**src/rtl/lcd_spi_rx.sv**
```systemverilog
// Display-side receiver for the 4-wire LCD serial bus: deframes bytes, decodes ST7789-style commands, emits RAMWR pixels.
// Optional protocol checker enabled by defining LCD_RX_ERR_EN; otherwise err is tied low.
module lcd_spi_rx #(
   parameter logic [15:0] XE_RST = 16'd239,
   parameter logic [15:0] YE_RST = 16'd134
) (
   input  logic        clk,
   input  logic        resetn,
   input  logic        lcd_resetn,
   input  logic        lcd_cs,
   input  logic        lcd_rs,
   input  logic        lcd_data,
   output logic        cmd_valid,
   output logic [7:0]  cmd_code,
   output logic        pix_valid,
   output logic [15:0] pix_data,
   output logic [15:0] pix_x,
   output logic [15:0] pix_y,
   output logic        frame_done,
   output logic        sleeping,
   output logic        disp_on,
   output logic        err
);

   typedef enum logic {PH_HI, PH_LO} phase_e;

   logic [2:0]  bit_cnt_q, bit_cnt_d;
   logic [6:0]  shreg_q, shreg_d;
   logic        rs_q, rs_d;
   logic [7:0]  opcode_q, opcode_d;
   logic [2:0]  pidx_q, pidx_d;
   logic [7:0]  p0_q, p0_d, p1_q, p1_d, p2_q, p2_d;
   logic [15:0] xs_q, xs_d, xe_q, xe_d, ys_q, ys_d, ye_q, ye_d;
   logic [15:0] px_q, px_d, py_q, py_d;
   phase_e      phase_q, phase_d;
   logic [7:0]  hi_q, hi_d;
   logic        cmd_valid_q, cmd_valid_d;
   logic [7:0]  cmd_code_q, cmd_code_d;
   logic        pix_valid_q, pix_valid_d;
   logic [15:0] pix_data_q, pix_data_d, pix_x_q, pix_x_d, pix_y_q, pix_y_d;
   logic        frame_done_q, frame_done_d;
   logic        sleeping_q, sleeping_d;
   logic        disp_on_q, disp_on_d;
   logic [7:0]  byte_w;
`ifdef LCD_RX_ERR_EN
   logic        err_q, err_d;
`endif

   assign byte_w = {shreg_q, lcd_data};

   always_comb begin
      bit_cnt_d    = bit_cnt_q;
      shreg_d      = shreg_q;
      rs_d         = rs_q;
      opcode_d     = opcode_q;
      pidx_d       = pidx_q;
      p0_d         = p0_q;
      p1_d         = p1_q;
      p2_d         = p2_q;
      xs_d         = xs_q;
      xe_d         = xe_q;
      ys_d         = ys_q;
      ye_d         = ye_q;
      px_d         = px_q;
      py_d         = py_q;
      phase_d      = phase_q;
      hi_d         = hi_q;
      cmd_valid_d  = 1'b0;
      cmd_code_d   = cmd_code_q;
      pix_valid_d  = 1'b0;
      pix_data_d   = pix_data_q;
      pix_x_d      = pix_x_q;
      pix_y_d      = pix_y_q;
      frame_done_d = 1'b0;
      sleeping_d   = sleeping_q;
      disp_on_d    = disp_on_q;
`ifdef LCD_RX_ERR_EN
      err_d        = err_q;
`endif
      if (!lcd_resetn) begin
         bit_cnt_d  = '0;
         shreg_d    = '0;
         rs_d       = 1'b0;
         opcode_d   = '0;
         pidx_d     = '0;
         p0_d       = '0;
         p1_d       = '0;
         p2_d       = '0;
         xs_d       = '0;
         xe_d       = XE_RST;
         ys_d       = '0;
         ye_d       = YE_RST;
         px_d       = '0;
         py_d       = '0;
         phase_d    = PH_HI;
         hi_d       = '0;
         cmd_code_d = '0;
         pix_data_d = '0;
         pix_x_d    = '0;
         pix_y_d    = '0;
         sleeping_d = 1'b1;
         disp_on_d  = 1'b0;
`ifdef LCD_RX_ERR_EN
         err_d      = 1'b0;
`endif
      end else if (lcd_cs) begin
`ifdef LCD_RX_ERR_EN
         if (bit_cnt_q != 3'd0) err_d = 1'b1;
`endif
         bit_cnt_d = '0;
      end else begin
         bit_cnt_d = bit_cnt_q + 3'd1;
         shreg_d   = byte_w[6:0];
         if (bit_cnt_q == 3'd0) rs_d = lcd_rs;
         // rs_q was captured with bit 7 of this same byte
         if (bit_cnt_q == 3'd7) begin
            if (!rs_q) begin
               cmd_valid_d = 1'b1;
               cmd_code_d  = byte_w;
               opcode_d    = byte_w;
               pidx_d      = '0;
               phase_d     = PH_HI;
`ifdef LCD_RX_ERR_EN
               if (sleeping_q && byte_w != 8'h11 && byte_w != 8'h01) err_d = 1'b1;
`endif
               case (byte_w)
                  8'h10: sleeping_d = 1'b1;
                  8'h11: sleeping_d = 1'b0;
                  8'h28: disp_on_d  = 1'b0;
                  8'h29: disp_on_d  = 1'b1;
                  8'h2C: begin
                     px_d = xs_q;
                     py_d = ys_q;
                  end
                  default: ;
               endcase
            end else begin
               if (pidx_q != 3'd4) pidx_d = pidx_q + 3'd1;
`ifdef LCD_RX_ERR_EN
               if (opcode_q == 8'h00) err_d = 1'b1;
               if (opcode_q == 8'h2C && sleeping_q) err_d = 1'b1;
`endif
               case (opcode_q)
                  8'h2A, 8'h2B: begin
                     case (pidx_q)
                        3'd0: p0_d = byte_w;
                        3'd1: p1_d = byte_w;
                        3'd2: p2_d = byte_w;
                        3'd3: begin
                           if (opcode_q == 8'h2A) begin
                              xs_d = {p0_q, p1_q};
                              xe_d = {p2_q, byte_w};
                           end else begin
                              ys_d = {p0_q, p1_q};
                              ye_d = {p2_q, byte_w};
                           end
                        end
                        default: ;
                     endcase
                  end
                  8'h2C: begin
                     if (phase_q == PH_HI) begin
                        hi_d    = byte_w;
                        phase_d = PH_LO;
                     end else begin
                        phase_d      = PH_HI;
                        pix_valid_d  = 1'b1;
                        pix_data_d   = {hi_q, byte_w};
                        pix_x_d      = px_q;
                        pix_y_d      = py_q;
                        frame_done_d = (px_q == xe_q) && (py_q == ye_q);
                        if (px_q == xe_q) begin
                           px_d = xs_q;
                           py_d = (py_q == ye_q) ? ys_q : py_q + 16'd1;
                        end else begin
                           px_d = px_q + 16'd1;
                        end
                     end
                  end
                  default: ;
               endcase
            end
         end
      end
   end

   always_ff @(posedge clk or negedge resetn) begin
      if (!resetn) begin
         bit_cnt_q    <= '0;
         shreg_q      <= '0;
         rs_q         <= 1'b0;
         opcode_q     <= '0;
         pidx_q       <= '0;
         p0_q         <= '0;
         p1_q         <= '0;
         p2_q         <= '0;
         xs_q         <= '0;
         xe_q         <= XE_RST;
         ys_q         <= '0;
         ye_q         <= YE_RST;
         px_q         <= '0;
         py_q         <= '0;
         phase_q      <= PH_HI;
         hi_q         <= '0;
         cmd_valid_q  <= 1'b0;
         cmd_code_q   <= '0;
         pix_valid_q  <= 1'b0;
         pix_data_q   <= '0;
         pix_x_q      <= '0;
         pix_y_q      <= '0;
         frame_done_q <= 1'b0;
         sleeping_q   <= 1'b1;
         disp_on_q    <= 1'b0;
      end else begin
         bit_cnt_q    <= bit_cnt_d;
         shreg_q      <= shreg_d;
         rs_q         <= rs_d;
         opcode_q     <= opcode_d;
         pidx_q       <= pidx_d;
         p0_q         <= p0_d;
         p1_q         <= p1_d;
         p2_q         <= p2_d;
         xs_q         <= xs_d;
         xe_q         <= xe_d;
         ys_q         <= ys_d;
         ye_q         <= ye_d;
         px_q         <= px_d;
         py_q         <= py_d;
         phase_q      <= phase_d;
         hi_q         <= hi_d;
         cmd_valid_q  <= cmd_valid_d;
         cmd_code_q   <= cmd_code_d;
         pix_valid_q  <= pix_valid_d;
         pix_data_q   <= pix_data_d;
         pix_x_q      <= pix_x_d;
         pix_y_q      <= pix_y_d;
         frame_done_q <= frame_done_d;
         sleeping_q   <= sleeping_d;
         disp_on_q    <= disp_on_d;
      end
   end

`ifdef LCD_RX_ERR_EN
   always_ff @(posedge clk or negedge resetn) begin
      if (!resetn) err_q <= 1'b0;
      else         err_q <= err_d;
   end
   assign err = err_q;
`else
   assign err = 1'b0;
`endif

   assign cmd_valid  = cmd_valid_q;
   assign cmd_code   = cmd_code_q;
   assign pix_valid  = pix_valid_q;
   assign pix_data   = pix_data_q;
   assign pix_x      = pix_x_q;
   assign pix_y      = pix_y_q;
   assign frame_done = frame_done_q;
   assign sleeping   = sleeping_q;
   assign disp_on    = disp_on_q;

endmodule
```
**config.mk**
```make
export PLATFORM = sky130hd
export DESIGN_NAME = lcd_spi_rx
export DESIGN_NICKNAME = d
export VERILOG_FILES = /design/src/rtl/lcd_spi_rx.sv
export SDC_FILE = /design/constraint.sdc
export NUM_CORES = 1
export LEC_CHECK = 0
export CORE_MARGIN = 1.5
export CORE_UTILIZATION = 55
export DETAILED_ROUTE_END_ITERATION = 8
export GPL_ROUTABILITY_DRIVEN = 0
export PLACE_DENSITY = 0.82
export SYNTH_ARGS = -nofsm -noshare
export SYNTH_HDL_FRONTEND = slang
export SYNTH_SLANG_ARGS = --single-unit
```
**constraint.sdc**
```tcl
create_clock -name clk -period 2.77 [get_ports clk]
set_input_delay 0.277 -clock clk [delete_from_list [all_inputs] [get_ports clk]]
set_output_delay 0.277 -clock clk [all_outputs]
set_load 0.005 [all_outputs]
```
==> flow_summary.yaml <==
route:
  post-route-drc-count: 0
  drtIter0Drc: 802
  vias: 8026
  wirelength_mm: 25.1
  via_per_inst: 6.06
  wl_per_cell_um: 19.0
  antenna_left: 0
  drt_pass1_iterations: 5
sta:
  period_needed_ns: 2.61
  hold_viol: 0
  fin_skew_ns: 0.00991
  max_clock_freq_mhz: 384
  period_share_pct: 94.1
  maxSlewViolCount: 0
  tightest_slew_ns: 0.716
  setup_viol: 0
  rsz0062_at_grt: "false"
  setup_tns_ns: 0
  maxSlewHeadroom_pct: 51.8
synthesis:
  synth_fa_ha_area_share_pct: 1.31
  async_reset_ff_share_pct: 100
  synth_top_cell_area_share_pct: 50.5
  ys_ff_latch: 204
  synth.most_common_cell: "nand2_1"
  synth_compound_area_share_pct: 13.5
  yosys_most_used_dff: "dfrtp_1"
  synth-simple-area-share_pct: 19.3
  seq_area_frac_synth_pct: 53.5
  ys_top_cells_by_area: "dfrtp_1 (51%), nand2_1 (10%), a21oi_1 (8.0%)"
  netlist_instances: 1023
  synth_top_area_cell: "dfrtp_1"
  synth_area_sq_um: 9560
  ys_warn_count: 0
  synth_mux_area_share_pct: 4.95
  synthXorXnorAreaFrac_pct: 2.93
  synthTopCellsByCount: "nand2_1 (255), dfrtp_1 (193), a21oi_1 (152), o21ai_0 (46), clkbuf_1 (43)"
  synth_top_family_by_area: "simple AND/OR/NAND/NOR gates"
  synth-edff-count: 0
  syn_avg_cell_area_sq_um: 9.35
  synth.distinct_cells: 51
  syn-num-nets: 1039
cts:
  post_cts_buffers: 0
  cts_hold_buf: 1
  cts-root-buf: "clkbuf_16"
  numClockSinks: 204
  clk_path_buf_depth: 3
  h-tree-depth: 1
  cts_buffers: 21
  cts_tree: "yes"
  path_clk_slew_ns: 0.06
  insertion_delay_ns: 0.50
  cts_resized: 0
setup_path:
  crit_path_max_fanout: 11
  crit_path_start_kind: "flip-flop"
  cpLargestDelayFamily: "simple AND/OR/NAND/NOR gates"
  crit_arrival_ns: 3.02
  r2r_slack_ns: 0.16
  slowest_stage: "dfrtp_1"
  cp.required_ns: 3.18
  end_kind: "flip-flop"
  path_class: "reg -> reg"
  crit_buf_inv: 0
  crit_chain: "nor4bb_1 -> and3_1 -> o211ai_4 -> nor3_4 -> a21oi_1 -> o22ai_1"
  slowest_delay_ns: 0.55
pwr:
  finalPower_mw: 6.04
  p_leak_nw: 4.69
  power.density_nw_per_um2: 536
  max-vdd-ir-drop_mv: 0.437
floorplanning:
  start_util_pct: 55.9
  core_region_area_sq_um: 17100
  ios: 68
  die_w_um: 135
  dieArea_sq_um: 18200
  num_rows: 48
  die_h_um: 135
status:
  status: "finished clean"
global_route:
  grt_pass1_vias: 7796
  grt_max_degree: 80
  grt_usage_pct: 28.4
  grt_pass1_wl_mm: 40.8
  overflow: 0
  antenna_found_initial: 0
finish:
  diodes: 0
  final_util_pct: 65.8
  synthToLayoutAreaGrowth_pct: 17.8
  fin_nets: 1100
  drive_above_1_share_pct: 12.5
  final_area_sq_um: 11300
  num-fill-cells: 1335
placement:
  placed_area_sq_um: 10600
  post-dp-hpwl_mm: 17.0
  io_buffer_count: 66
job:
  drv_cap: 0
hold_path:
  hp-class: "in -> async"
through the flow:
stage               setup WS (ns)  hold slack (ns)  cells
floorplan                   0.608          -0.0186   1023
global placement            0.367            0.350   1285
finish                      0.164            0.373   1324
global route               0.0812            0.421   1324
detailed placement          0.283            0.352   1285
CTS                         0.206            0.393   1324
where the power goes:
| part | switching [mW] | internal [mW] | total (mW) |
|---|---|---|---|
| clock network | 1.15 | 1.63 | 2.78 |
| registers | 0.0173 | 3.00 | 3.01 |
| logic | 0.174 | 0.0722 | 0.246 |
| total | 1.34 | 4.70 | 6.04 |
flip-flops by register name (all words and copies together) (netlist names), 3 cells and up:
register   count
p0_q           8
pix_y         16
px_q          16
bit_cnt_q      3
pidx_q         3
py_q          16
p1_q           8
xe_q          16
shreg_q        7
cmd_code       8
ye_q          16
xs_q          16
ys_q          16
pix_data      16
pix_x         16
hi_q           8
p2_q           8
metal layers:
| metal | track usage [%] | wire length, um | vias to the layer above |
|---|---|---|---|
| li1 | - | - | 3619 |
| met1 | 39.3 | 10100 | 3912 |
| met2 | 45.5 | 12000 | 411 |
| met3 | 3.90 | 2090 | 84 |
| met4 | 11.8 | 945 | 0 |
| met5 | 0 | 0 | - |
cells by family (layout without fill, tap and decap cells):
group,after synthesis,after routing
buf+inv,99,175
mux,43,43
fa+ha+maj,10,10
simple gates,402,402
compound gates,232,232
flops,204,204
xor+xnor,32,32
other cells,1,1
cells in the final DEF (no fill, tap or decap), drive strengths merged, types with 4 or more instances in the layout:
cell,Yosys,final
and2,11,11
mux2i,9,9
nor2,23,23
o22ai,13,13
xnor2,32,32
nand3,21,21
nor3b,14,14
a21oi,152,152
nor3,30,30
a31oi,5,5
dfrtp,193,193
clkdlybuf4s50,0,65
buf,29,43
dfstp,11,11
ha,10,10
mux2,34,34
nor4,10,10
clkinv,0,4
or3,5,5
nand4,10,10
nand2,255,255
and3,6,6
clkbuf,43,33
inv,27,28
o21ai,49,49
worst reg2reg max path: stages, from the launching register on:
cell      delay, ns
dfrtp_1        0.55
nor4bb_1       0.53
and3_1         0.41
o211ai_4       0.14
nor3_4         0.52
a21oi_1        0.17
o22ai_1        0.20
cell type report:
type                    instances  area, sq um  share of cell area, %
flip-flops and latches        204         5120                   45.4
multi-input cells             720         4040                   35.9
well taps                     225          282                   2.50
clock buffers                  32          617                   5.47
inverters                      27          104                  0.922
repair buffers                110         1050                   9.29
clock inverters                 6         58.8                  0.522
worst paths after layout:
kind	from	to	cells after the start
max	shreg_q[2]	py_q[13]	6
min	resetn	ys_q[10]	2
max reg2reg	shreg_q[2]	py_q[13]	6
min reg2reg	bit_cnt_q[0]	bit_cnt_q[0]	1
max in group asynchronous	resetn	xe_q[0]	3
min in group clk	lcd_rs	rs_q	3
Power figures use the tool's default switching activity.
